===== config.mk =====
export PLATFORM = sky130hd
export DESIGN_NAME = vram_slot_arbiter
export DESIGN_NICKNAME = d
export VERILOG_FILES = /design/src/rtl/vram_slot_arbiter.sv
export SDC_FILE = /design/constraint.sdc
export NUM_CORES = 1
export LEC_CHECK = 0
export BUFFER_PORTS_ARGS = -buffer_cell sky130_fd_sc_hd__buf_4
export CAP_MARGIN = 20
export CORE_MARGIN = 5
export CORE_UTILIZATION = 33
export CTS_BUF_LIST = sky130_fd_sc_hd__clkbuf_2 sky130_fd_sc_hd__clkbuf_4 sky130_fd_sc_hd__clkbuf_8
export DETAILED_ROUTE_END_ITERATION = 6
export RECOVER_POWER = 25
export SLEW_MARGIN = 20
export SYNTH_ARGS = -nofsm -noshare
export SYNTH_HDL_FRONTEND = slang
export SYNTH_SLANG_ARGS = --single-unit

===== constraint.sdc =====
create_clock -name clk24 -period 2.5 [get_ports clk24]
set_clock_uncertainty 0.2 [all_clocks]
set_input_delay 0.5 -clock clk24 [delete_from_list [all_inputs] [get_ports clk24]]
set_output_delay 0.5 -clock clk24 [all_outputs]
set_load 0.02 [all_outputs]

===== src/rtl/vram_slot_arbiter.sv =====
// Time-division arbiter for the shared video SRAM: video owns the video_slice-high window,
// CPU and aux share the low window. One access per window, then a one-cycle ack.
module vram_slot_arbiter #(
  parameter int unsigned ADDR_W     = 18,
  parameter int unsigned DATA_W     = 8,
  parameter int unsigned ACC_CYCLES = 2,
  parameter int unsigned AUX_STARVE = 4
) (
  input  logic              clk24,
  input  logic              reset_n,
  input  logic              video_slice,
  input  logic              vid_req,
  input  logic [ADDR_W-1:0] vid_addr,
  output logic              vid_ack,
  output logic [DATA_W-1:0] vid_data,
  input  logic              cpu_req,
  input  logic              cpu_we,
  input  logic [ADDR_W-1:0] cpu_addr,
  input  logic [DATA_W-1:0] cpu_wdata,
  output logic              cpu_ack,
  output logic [DATA_W-1:0] cpu_rdata,
  input  logic              aux_req,
  input  logic              aux_we,
  input  logic [ADDR_W-1:0] aux_addr,
  input  logic [DATA_W-1:0] aux_wdata,
  output logic              aux_ack,
  output logic [DATA_W-1:0] aux_rdata,
  output logic [ADDR_W-1:0] sram_addr,
  output logic [DATA_W-1:0] sram_dout,
  input  logic [DATA_W-1:0] sram_din,
  output logic              sram_oe_n,
  output logic              sram_we_n,
  output logic              sram_drive
);

  localparam int unsigned    StW         = $clog2(AUX_STARVE + 1);
  localparam logic [1:0]     AccLast     = 2'(ACC_CYCLES);
  localparam logic [StW-1:0] StreakMax   = StW'(AUX_STARVE);
  localparam logic           SingleCycle = (ACC_CYCLES == 32'd1);

  typedef enum logic [1:0] {StIdle, StVid, StCpu, StAux} state_e;

  state_e            state_q, state_d;
  logic [1:0]        acc_cnt_q, acc_cnt_d;
  logic [StW-1:0]    streak_q, streak_d;
  logic              vs_q;
  logic              we_q, we_d;
  logic [ADDR_W-1:0] addr_q, addr_d;
  logic [DATA_W-1:0] dout_q, dout_d;
  logic [DATA_W-1:0] vid_data_q, vid_data_d;
  logic [DATA_W-1:0] cpu_rdata_q, cpu_rdata_d;
  logic [DATA_W-1:0] aux_rdata_q, aux_rdata_d;
  logic              vid_ack_q, vid_ack_d;
  logic              cpu_ack_q, cpu_ack_d;
  logic              aux_ack_q, aux_ack_d;

  logic win_v, win_s, aux_forced;

  assign win_v      = video_slice & ~vs_q;
  assign win_s      = ~video_slice & vs_q;
  assign aux_forced = aux_req & (streak_q == StreakMax);

  always_ff @(posedge clk24 or negedge reset_n) begin
    if (!reset_n) begin
      state_q     <= StIdle;
      acc_cnt_q   <= '0;
      streak_q    <= '0;
      vs_q        <= 1'b0;
      we_q        <= 1'b0;
      addr_q      <= '0;
      dout_q      <= '0;
      vid_data_q  <= '0;
      cpu_rdata_q <= '0;
      aux_rdata_q <= '0;
      vid_ack_q   <= 1'b0;
      cpu_ack_q   <= 1'b0;
      aux_ack_q   <= 1'b0;
    end else begin
      state_q     <= state_d;
      acc_cnt_q   <= acc_cnt_d;
      streak_q    <= streak_d;
      vs_q        <= video_slice;
      we_q        <= we_d;
      addr_q      <= addr_d;
      dout_q      <= dout_d;
      vid_data_q  <= vid_data_d;
      cpu_rdata_q <= cpu_rdata_d;
      aux_rdata_q <= aux_rdata_d;
      vid_ack_q   <= vid_ack_d;
      cpu_ack_q   <= cpu_ack_d;
      aux_ack_q   <= aux_ack_d;
    end
  end

  always_comb begin
    state_d     = state_q;
    acc_cnt_d   = acc_cnt_q;
    streak_d    = streak_q;
    we_d        = we_q;
    addr_d      = addr_q;
    dout_d      = dout_q;
    vid_data_d  = vid_data_q;
    cpu_rdata_d = cpu_rdata_q;
    aux_rdata_d = aux_rdata_q;
    vid_ack_d   = 1'b0;
    cpu_ack_d   = 1'b0;
    aux_ack_d   = 1'b0;
    unique case (state_q)
      StIdle: begin
        if (win_v) begin
          if (vid_req) begin
            state_d   = StVid;
            acc_cnt_d = 2'd1;
            we_d      = 1'b0;
            addr_d    = vid_addr;
          end
        end else if (win_s) begin
          // Aux wins when forced by the streak or when the CPU is not asking.
          if (aux_forced || (aux_req && !cpu_req)) begin
            state_d   = StAux;
            acc_cnt_d = 2'd1;
            we_d      = aux_we;
            addr_d    = aux_addr;
            streak_d  = '0;
            if (aux_we) begin
              dout_d = aux_wdata;
            end
          end else if (cpu_req) begin
            state_d   = StCpu;
            acc_cnt_d = 2'd1;
            we_d      = cpu_we;
            addr_d    = cpu_addr;
            streak_d  = aux_req ? streak_q + StW'(1) : '0;
            if (cpu_we) begin
              dout_d = cpu_wdata;
            end
          end else begin
            streak_d = '0;
          end
        end
      end
      default: begin
        if (acc_cnt_q == AccLast) begin
          state_d   = StIdle;
          acc_cnt_d = '0;
          if (state_q == StVid) begin
            vid_ack_d  = 1'b1;
            vid_data_d = sram_din;
          end else if (state_q == StCpu) begin
            cpu_ack_d = 1'b1;
            if (!we_q) begin
              cpu_rdata_d = sram_din;
            end
          end else begin
            aux_ack_d = 1'b1;
            if (!we_q) begin
              aux_rdata_d = sram_din;
            end
          end
        end else begin
          acc_cnt_d = acc_cnt_q + 2'd1;
        end
      end
    endcase
  end

  always_comb begin
    sram_oe_n  = 1'b1;
    sram_we_n  = 1'b1;
    sram_drive = 1'b0;
    if (state_q != StIdle) begin
      if (we_q) begin
        sram_drive = 1'b1;
        // First cycle lets address and data settle before the write strobe.
        sram_we_n  = ~(SingleCycle || (acc_cnt_q >= 2'd2));
      end else begin
        sram_oe_n = 1'b0;
      end
    end
  end

  assign sram_addr = addr_q;
  assign sram_dout = dout_q;
  assign vid_data  = vid_data_q;
  assign cpu_rdata = cpu_rdata_q;
  assign aux_rdata = aux_rdata_q;
  assign vid_ack   = vid_ack_q;
  assign cpu_ack   = cpu_ack_q;
  assign aux_ack   = aux_ack_q;

endmodule


* Word level (Yosys, flattened, before mapping) *
Cells that the tools add are included.

cells by class
  $add $sub $neg = 2
  multiply operators = 0
  divide/modulo/power cells = 0
  magnitude comparators = 1
  equality and inequality tests = 9
  shift operators = 0
  mux-type cells = 46
  bitwise gates (word level) = 11
  reduce and logical (&&, ||, !) cells = 18

operator list
  cell                                                      count
  2-to-1 mux 18 bit                                         5
  2-to-1 mux 8 bit                                          4
  2-to-1 mux 2 bit                                          13
  2-to-1 mux 1 bit                                          21
  AND reduction 5 bit                                       2
  nonzero test 2 bit                                        5
  2-to-1 mux 3 bit                                          3
  AND reduction 3 bit                                       3
  inverter 1 bit                                            8
  AND reduction 4 bit                                       2
  != test 3 bit, second input constant                      2
  AND reduction 6 bit                                       1
  equality test 2 bit, second input constant                2
  != test 2 bit, second input constant                      2
  != test 4 bit, second input constant                      1
  adder 3 x 1 -> 3 bit, second input constant               1
  AND 1 bit                                                 3
  equality test 3 bit, second input constant                1
  nonzero test 3 bit                                        1
  adder 2 x 1 -> 2 bit, second input constant               1
  equality test 2 x 1 -> 1 bit, second input constant       1
  greater-or-equal comparator 2 bit, second input constant  1
  zero test 2 bit                                           1
  logical AND 1 bit                                         1
  2 further kinds                                           2

storage, ports and cells
  register bits after elaboration = 62
  bits in latches = 0
  bits in writable memories = 0
  ROM bits = 0
  input port bits = 86
  output and inout port bits = 56
  memories kept = 0

* Longest topological paths before layout *
Gate-level depths: netlist of the first run.

  depth after elaboration = 7
  depth in mapped cells = 8

* Least setup slack after synthesis of the first run *
Ideal clock, no wire load.

  kind = input to register
  start = input video_slice
  end = register state_q[1]
  library setup time = 0.120 ns
  data arrival time = 1.905 ns
  required time = 2.180 ns
  slack = 0.275 ns
  stages = 6
  buffers on the path = 2
  cell sequence = ha_1 -> nor2b_4 -> or4b_1 -> buf_2 -> buf_6 -> a31o_2

on the way
  word-level cells in the longest chain between the ends = 4
  elaborated cells between the ends (all ways) = 9

RTL lines
  item                                  RTL line  text
  start, declared                       11        input logic video_slice,
  inverter 1 bit                        60        assign win_s = ~video_slice & vs_q;
  AND 1 bit                             60
  != test 3 bit (no source line)        n/a
  AND reduction 4 bit (no source line)  n/a
  end signal, assigned                  65        state_q <= StIdle;
  end signal, assigned                  79        state_q <= state_d;
  end, declared                         43        state_e state_q, state_d;

Several ways; a longest one is shown, not always the timed one.
A chain may end at the register's enable or synchronous reset.

* Worst setup path in the final report of the first run *
  start = register state_q[1]
  end = output sram_we_n

on the way
  word-level cells in the longest chain between the ends = 2

RTL lines
  item                RTL line  text
  nonzero test 2 bit  171       if (state_q != StIdle) begin
  2-to-1 mux 1 bit    171
  end, declared       32        output logic sram_we_n,

No other way between the ends.

==> results of run 1 <==
metrics by stage:
stage	instance area [um2]	util [%]	total power (W)
floorplan	3133	-	0.003075
global placement	4378	47.38	0.004069
detailed placement	4378	47.38	0.004110
CTS	4579	49.56	0.005023
global route	4588	49.65	0.005280
finish	4588	49.65	0.004958
per-layer routing:
metal,up-vias,GRT usage [%],share of wire (%)
li1,1310,-,-
met3,14,4.619,4.3
met5,-,0,0
met4,0,5.771,2.5
met1,1278,17.61,41
met2,61,27.70,52
area by class of cell:
type                    instances  area (um2)
clock buffers                   9       123.9
clock inverters                 7       75.07
fillers                       888        4652
inverters                       7       26.28
multi-input cells             202        1463
flip-flops and latches         62        1551
well taps                     129       161.4
repair buffers                154        1187
worst max path at each step:
stage               slack, ns         from    endpoint  cells past startpoint
global route            0.002   state_q[1]   sram_we_n                      6
global placement         0.05  video_slice  state_q[1]                      6
finish                   0.11   state_q[1]   sram_we_n                      6
CTS                      0.06   state_q[0]   sram_we_n                      6
detailed placement       0.03  video_slice  state_q[1]                      6
floorplan                0.28  video_slice  state_q[1]                      6
where the power goes:
group	switching, W	internal (W)
clock network	0.000425	0.000463
logic	0.00123	0.00114
registers	0.000254	0.00145
synthesized netlist by cell type:
| library cell | n |
|---|---|
| nor3_4 | 1 |
| and4b_1 | 1 |
| a31o_2 | 2 |
| buf_1 | 1 |
| o31ai_1 | 1 |
| a22o_1 | 9 |
| nand3b_1 | 1 |
| buf_2 | 4 |
| inv_1 | 6 |
| and3_1 | 1 |
| nand2b_1 | 1 |
| nor2b_1 | 1 |
| nor2b_4 | 1 |
| o2bb2ai_1 | 1 |
| o21ai_0 | 21 |
| ha_1 | 9 |
| a21boi_0 | 1 |
| nor3_1 | 3 |
| or2_2 | 2 |
| nor2_1 | 22 |
| buf_6 | 3 |
| a2111oi_4 | 1 |
| o21bai_1 | 1 |
| a21oi_1 | 19 |
| o31ai_2 | 18 |
| buf_4 | 1 |
| nor4b_1 | 1 |
| dfrtp_1 | 62 |
| nand3_1 | 1 |
| clkinv_1 | 1 |
| and2_1 | 2 |
| a21bo_2 | 1 |
| nor4b_4 | 1 |
| or4b_1 | 1 |
| nor2_2 | 1 |
| nand2_1 | 42 |
| mux2_2 | 25 |
| clkbuf_1 | 8 |
| a21o_1 | 10 |
critical path: stages (launching register included):
cell	delay (ns)
dfrtp_1	0.40
inv_1	0.10
ha_1	0.25
buf_4	0.18
nor2b_2	0.17
nand2_1	0.10
buf_4	0.17
repair_timing:
item,in CTS,in global routing
resized for setup,1,0
buffers inserted,0,2
endpoints found under the setup margin,1,1
sequential cells by signal (all words and copies together), names as in the netlist:
signal     cells
acc_cnt_q      2
streak_q       3
vid_data       8
vs_q           1
vid_ack        1
cpu_rdata      8
sram_dout      8
state_q        2
we_q           1
aux_ack        1
aux_rdata      8
cpu_ack        1
sram_addr     18
cell families after synthesis:
group	synth area share [%]
AND/OR/NAND/NOR	12.78
multiplexers	8.986
adder cells (fa/ha/maj)	3.594
buffers and inverters	3.874
AO/OA/AOI/OAI	21.25
flip-flops	49.52
==> results.md, run 1 <==
- Post-DP HPWL: roughly 6.7 mm
- RSZ-0062 raised after global routing: no
- Crit Path Class: flop to output port
- Critical Path Fanout Max: 7
- GRT overflow: 0
- Area Overhead vs Synth: 46.45%
- Setup-failing EPs final: 0
- Ys Warns: 0
- Flops & latches, synth: 62
- Reg2reg start: vs_q
- R2r endpoint: state_q[0]
- DIE WIDTH: between 100 and 150 um
- Synth top area share: between 40% and 50%
- Inserted Diodes: 0
- Largest net degree at the start of global routing: 63
- Final Cycle Share: between 90% and 100%
- Die area: around 12000 um2
- Final hold violations: 0
- Layout Nets: around 530
- Failing checks: capacitance limit, slew limit
- Mean Syn Cell Area: 10.88 um2
- Final WL: about 8.9 mm
- Synth Instances: about 290
- Overall Global Routing Usage: between 15 and 20%
- H-tree depth: 3
- # rows: 35
- Yosys cell types: 39
- PwrDens: about 1100 nW/um2
- CTS tree: yes
- Top-level I/O count: approximately 140
- Vias in the first global route: 2742
- R2r setup slk: 0.26 ns
- Most common cell after layout, fill and taps aside: buf_4
- Routed vias: approximately 2700
- Initial DRC Count: approximately 130
- Sequential-to-total area share from yosys stat: approximately half
- Leading post-synthesis cells by cell area: dfrtp_1 (50%), mux2_2 (9.0%), o31ai_2 (7.2%)
- Drt pass-1 iters: 4
- Slew Viols, Final: 63
- Hold Path Sink: vs_q
- Hold path startpoint: video_slice
- Final setup margin: around 0.11 ns
- Startpoint Class: flop
- Final worst path period need: 2.387 ns
- Die Height: between 100 and 150 um
- Dpl ws: between 0.02 and 0.03 ns
- Netlist Area Pre-Place: between 3000 and 4000 um2
- Wire length per cell: 15.59 um
- Inserted Clock Buffers: 9
- Via density: 4.672
- Clk sink count: 62
- Syn nets: approximately 380
- Slew Limit Headroom: -6.135%
- Clk_lat worst skew: 0.34 ns
- Most frequent cells in the layout: buf_4 (149), dfrtp_1 (62), nand2_1 (42)
- Setup crit end kind: output port
- Worst-margin pin slew: between 1.5 and 2 ns
- Leak Pwr: between 2 and 2.5 nW
- Largest area contributor in the netlist: dfrtp_1
- Routed Antenna Nets: 0
- Initial core utilization: between 30% and 40%
- Setup TNS: 0 ns
- Hold Buf Count CTS: 0
- IO Port Bufs: roughly 140
- Worst Hold Class: input pin to flop
- CP Data Required Time: ~1.8 ns
- Root buffer cell: clkbuf_8
- Number of max-cap violations: 1
- Post-route DRC violation count: 0
- GPL Wtd Cong: about 0.76
- Reg2reg path depth: 6
- Initial antenna violation count: 0
- F_max: between 400 and 500 MHz
- WP data arrival: ~1.7 ns
- Status: complete, but fails checks
- Min Hold Slack: between 0.1 and 0.15 ns
- Max VDD drop: 0.0005981 V
- Clock Path Buffers: 2
- Placed insts: 552
- Min-Delay Path Depth: 1
- Core area: 9240 um2
- Final Instance Count excl. Fillers: 570
- First-pass GRT wire length: roughly 14 mm
- CTS clk-pin slew, worst paths: roughly 0.070 ns
- Share of layout cells above drive strength 1: 50.79%
No activity file was read; power rests on OpenSTA's default activity.
==> run 2, diff against run 1 <==
BUFFER_PORTS_ARGS = -buffer_cell sky130_fd_sc_hd__buf_2   (was -buffer_cell sky130_fd_sc_hd__buf_4)
GPL_TIMING_DRIVEN = 0   (was unset)
==> run 2 against run 1 <==
Against the previous run:
- the run now ends clean
- clock-buffer cell count unchanged
- die area unchanged
- final area fell by 7.6%
- highest routed layer unchanged
- register-to-register slack worse by 0.08 ns
==> results.md, run 2 (same netlist as run 1, synthesis figures left out) <==
- Most frequent cells in the layout: buf_2 (142), dfrtp_1 (62), nand2_1 (42)
- IO Port Bufs: 140
- Final hold violations: 0
- CP peak stage delay: around 0.40 ns
- Buf/Inv on CP: 3
- Slew Viols, Final: 0
- Max VDD drop: 0.0004124 V
- Min-Delay Path Depth: 1
- Routed vias: roughly 2700
- Combinational share of power: 44.4%
- GRT overflow: 0
- Inserted Diodes: 0
- GPL Wtd Cong: 0.8420
- Area Overhead vs Synth: 35.38%
- Met3 GRT Util: between 2 and 3%
- Share of layout cells above drive strength 1: 49.00%
- Drt pass-1 iters: 4
- Post-route DRC violation count: 0
- Post-DP HPWL: a little under 7 mm
- # rows: 35
- Layout Nets: 539
- Sw Pwr: 0.001909 W
- Worst Hold Class: input pin to flop
- Reg2reg path depth: 6
- Top-level I/O count: between 100 and 150
- Reg2reg start: state_q[1]
- Initial core utilization: 33.91%
- Slowest cell on the critical path: dfrtp_1
- Fraction of power consumed by sequential logic: between 30% and 40%
- DP Area: between 4000 and 5000 um2
- Initial antenna violation count: 0
- Final WL: roughly 8.8 mm
- Initial DRC Count: 83
- Startpoint Class: flop
- Largest net degree at the start of global routing: 52
- Final Cycle Share: 95.72%
- WP data arrival: 1.69 ns
- Root buffer cell: clkbuf_8
- Slew Limit Headroom: about half
- Kind of cell adding the most delay to the critical path: buffers and inverters
- Setup crit end kind: output port
- Clock Path Buffers: 2
- Most common cell after layout, fill and taps aside: buf_2
- Routed Antenna Nets: 0
- Inserted Clock Buffers: 9
- First-pass GRT wire length: 14.41 mm
- CTS tree: yes
- Dpl ws: -0.07134 ns
- Post-route cell area: 4242 um2
- Hold Path Sink: vs_q
- R2r setup slk: ~0.18 ns
- Total power: around 0.0047 W
- PwrDens: 1106 nW/um2
- Clk_lat worst skew: 0.33 ns
- Hold path startpoint: video_slice
- F_max: 417.9 MHz
- Leak Pwr: roughly 2.2 nW
- Final worst path period need: ~2.4 ns
- Number of max-cap violations: 0
- Wire length per cell: ~15 um
- Gr busiest metal: met2
- Met1 Use GR: a little under a fifth
- Die Height: between 100 and 150 um
- CP Data Required Time: between 1.5 and 2 ns
- Clock share of power: 19.6%
- Sw Ratio: ~41%
- R2r endpoint: aux_rdata[4]
- Vias in the first global route: approximately 2900
- DIE WIDTH: about 110 um
- Status: finished clean
- Core area: approximately 9000 um2
- CTS clk-pin slew, worst paths: 0.07 ns
- Max FFs per register: 18
- Overall Global Routing Usage: between 10% and 20%
- Critical Path Fanout Max: 10
- RSZ-0062 raised after global routing: no
- Worst-margin pin slew: 0.7268 ns
- Setup-failing EPs final: 0
- Crit Path Class: flop to output port
- H-tree depth: 3
- GRT met2 Usage: roughly 29%
- Die area: between 10000 and 15000 um2
- Final setup margin: between 0.1 and 0.15 ns
- Clk sink count: 62
- Int Power: 0.002782 W
- Crit path cell chain: inv_1, ha_1, buf_4, or2_2, buf_2
- FILL cells: 930
- Via density: between 4 and 5
- Min Hold Slack: around 0.12 ns
==> run 2: cell count changes in the layout (fill, tap and decap cells not counted), moves of 2 or more <==
| cell | before | now |
|---|---|---|
| clkinv_4 | 4 | 2 |
| inv_6 | 0 | 3 |
| buf_2 | 0 | 142 |
| buf_6 | 0 | 3 |
| buf_12 | 3 | 0 |
| clkbuf_1 | 1 | 9 |
| clkinv_2 | 2 | 0 |
| buf_4 | 149 | 5 |
==> run 2: per-stage QoR <==
step | std cells | utilization [%] | TNS (ns)
global route | 578 | 45.90 | 0
CTS | 575 | 45.89 | 0
floorplan | 288 | - | 0
detailed placement | 558 | 43.56 | -0.5031
global placement | 557 | 43.24 | -0.0002287
finish | 578 | 45.90 | 0
==> run 2: routing by layer <==
layer / vias up / share of wire, % / wire (um)
met2: 54 / 54 / 4777
met3: 15 / 3.5 / 308
met4: 0 / 1.9 / 164
li1: 1326 / - / -
met5: - / 0 / 0
met1: 1322 / 40 / 3574
==> run 2: how the worst max path moves through the flow <==
stage | to | depth (start not counted) | from | slack [ns]
3_5_place_dp | sram_dout[3] | 7 | state_q[0] | -0.07
5_1_grt | sram_oe_n | 5 | state_q[1] | 0.004
6_report | sram_oe_n | 5 | state_q[1] | 0.11
3_3_place_gp | sram_dout[6] | 7 | state_q[0] | -0.0002
4_1_cts | sram_oe_n | 5 | state_q[0] | 0.05
2_1_floorplan | state_q[1] | 6 | video_slice | 0.28
==> run 2: cell type report <==
cell class | instances | area (um2) | share of cell area [%]
Inverter | 7 | 26.28 | 0.6195
Clock buffer | 9 | 123.9 | 2.920
Tap cell | 129 | 161.4 | 3.805
Clock inverter | 7 | 81.33 | 1.917
Timing Repair Buffer | 146 | 745.7 | 17.58
Sequential cell | 62 | 1551 | 36.58
Buffer | 16 | 91.34 | 2.153
Multi-Input combinational cell | 202 | 1460 | 34.42
==> run 2: timing repair <==
item,in CTS,in global routing
setup endpoints to repair,8,10
pin swaps,1,1
cloned,0,0
endpoints found under the hold margin,11,0
buffers inserted,0,4
hold buffers,1,0
gates resized for setup,0,0
==> run 2: power by group through the flow <==
stage / logic, W / registers (W) / clock network [W]
finish: 0.00209 / 0.00169 / 0.000919
global route: 0.00226 / 0.00176 / 0.00100
CTS: 0.00212 / 0.00169 / 0.000953
detailed placement: 0.00211 / 0.00171 / 0
global placement: 0.00207 / 0.00170 / 0
floorplan: 0.000887 / 0.00219 / 0
==> run 3, diff against run 2 <==
--- a/config.mk
+++ b/config.mk
@@ -12,5 +12,4 @@
 export CTS_BUF_LIST = sky130_fd_sc_hd__clkbuf_2 sky130_fd_sc_hd__clkbuf_4 sky130_fd_sc_hd__clkbuf_8
 export DETAILED_ROUTE_END_ITERATION = 6
-export GPL_TIMING_DRIVEN = 0
 export RECOVER_POWER = 25
 export SLEW_MARGIN = 20
==> constraint.sdc (replaced) <==
create_clock -name clk24 -period 2.5 [get_ports clk24]
set_clock_uncertainty 0.2 [all_clocks]
set_input_delay 0 -clock clk24 [delete_from_list [all_inputs] [get_ports clk24]]
set_output_delay 0 -clock clk24 [all_outputs]
set_load 0.02 [all_outputs]
==> run 3 against run 2 <==
Against the previous run:
- the flow now finishes with violations (capacitance limit, slew limit)
- clock power down 10%
- critical path depth up 1
- sequential cell count unchanged
- die area unchanged
- first-iteration DRC count up 67%
- final area up 18%
- via count up 14%
- clock-buffer cell count unchanged
- largest cell class is now non-clock buffers
- fmax up 2.5%
==> results.md, run 3 (same netlist as run 1, synthesis figures left out) <==
- Worst-margin pin slew: between 1.5 and 2 ns
- Clock Path Buffers: 2
- Core area: 9240 um2
- Post-route cell area: approximately 5000 um2
- Min Hold Slack: approximately 0.060 ns
- CTS clk-pin slew, worst paths: 0.08 ns
- IO Port Bufs: 141
- Overall Global Routing Usage: a little under a fifth
- Inserted Clock Buffers: 9
- Routed Antenna Nets: 0
- Failing checks: capacitance limit, slew limit
- R2r setup slk: approximately 0.16 ns
- First-pass GRT wire length: between 15 and 20 mm
- Setup-failing EPs final: 0
- Max VDD drop: ~0.0005 V
- Number of max-cap violations: 1
- Setup TNS: 0 ns
- Leak Pwr: 2.418 nW
- Crit Path Class: flop to flop
- Critical Path Fanout Max: 41
- Via density: roughly 4.8
- Final Instance Count excl. Fillers: roughly 650
- Inserted Diodes: 0
- Worst Hold Class: input pin to flop
- Largest net degree at the start of global routing: 42
- Root buffer cell: clkbuf_8
- Final WL: around 10 mm
- Area Overhead vs Synth: 59.35%
- CP peak stage delay: roughly 0.66 ns
- Drt pass-1 iters: 5
- Crit path cell chain: inv_1, ha_1, nor3_1, or4b_2, buf_12, o31ai_2
- Most common cell after layout, fill and taps aside: buf_2
- Top-level I/O count: 142
- CTS tree: yes
- Initial antenna violation count: 0
- Post-DP HPWL: 6.414 mm
- Slew Viols, Final: 28
- Die Height: 107.4 um
- Placed insts: 550
- PwrDens: 931.9 nW/um2
- DP Area: between 3000 and 4000 um2
- Initial DRC Count: approximately 140
- Total power: 0.004652 W
- Slowest cell on the critical path: or4b_2
- Wire length per cell: 15.61 um
- Post-route DRC violation count: 0
- Vias in the first global route: 3468
- Max FFs per register: 18
- Layout Nets: 612
- Final hold violations: 0
- F_max: approximately 430 MHz
- Setup crit end kind: flop
- RSZ-0062 raised after global routing: no
- WP data arrival: approximately 2.4 ns
- Initial core utilization: 33.91%
- GPL Wtd Cong: ~0.8
- DIE WIDTH: approximately 110 um
- Startpoint Class: flop
- Routed vias: around 3100
- Clk_lat worst skew: between 0.3 and 0.4 ns
- # rows: 35
- Share of layout cells above drive strength 1: roughly two fifths
- Final Cycle Share: between 90% and 100%
- Most frequent cells in the layout: buf_2 (120), dlygate4sd3_1 (85), dfrtp_1 (62)
- H-tree depth: 3
- Status: complete, but fails checks
- CP Data Required Time: approximately 2.6 ns
- GRT overflow: 0
- Clk sink count: a little over 60
- Die area: 11540 um2
- Final worst path period need: 2.336 ns
- Slew Limit Headroom: -6.366%
[run 3: layer usage]
| metal | part of all wire [%] | routed length (um) | GRT usage (%) |
|---|---|---|---|
| met3 | 5.4 | 549 | 4.259 |
| met4 | 7.2 | 729 | 15.15 |
| met5 | 0 | 0 | 0 |
| met2 | 51 | 5196 | 30.83 |
| met1 | 36 | 3687 | 19.07 |
[run 3: area by class of cell]
cell class	count	area, um2
fill	833	4248
timing repair buffer	235	1610
sequential	62	1551
multi-input combinational	202	1460
tap	129	161.4
clock buffer	9	123.9
clock inverter	7	55.05
inverter	7	30.03
[run 3: final timing paths]
path | from | end | cells past startpoint
max in group asynchronous | reset_n | cpu_rdata[5] | 3
max reg2reg | vs_q | sram_addr[7] | 6
min | cpu_req | acc_cnt_q[0] | 5
min in group asynchronous | reset_n | sram_addr[5] | 2
min reg2reg | sram_dout[3] | sram_dout[3] | 1
max | vs_q | sram_addr[7] | 6
[run 3: worst max-delay path, delay by kind of cell (launching register included)]
kind | cells | cell delay [ns]
AOI/OAI and AO/OA | 1 | 0.27
adders and majority gates | 1 | 0.35
buffers and inverters | 2 | 0.27
DFF | 1 | 0.38
and+or+nand+nor | 2 | 0.77
[run 3: power by group]
group / internal [W] / switching (W) / total, W
Sequential: 0.00145 / 0.000250 / 0.00170
Clock: 0.000371 / 0.000454 / 0.000825
Combinational: 0.000895 / 0.00124 / 0.00213
[run 3: per-stage QoR]
step	setup WS, ns	util, %
2_1_floorplan	0.3152	-
3_3_place_gp	0.1639	43.13
3_5_place_dp	0.09581	43.13
4_1_cts	0.1062	54.27
5_1_grt	0.06106	54.03
6_report	0.1643	54.03
[run 3: what timing repair did]
action / 4_1_cts / 5_1_grt
gates resized for setup: 0 / 1
setup endpoints to repair: 0 / 12
hold buffers: 85 / 0
buffers inserted: 0 / 0
endpoints found under the hold margin: 79 / 0
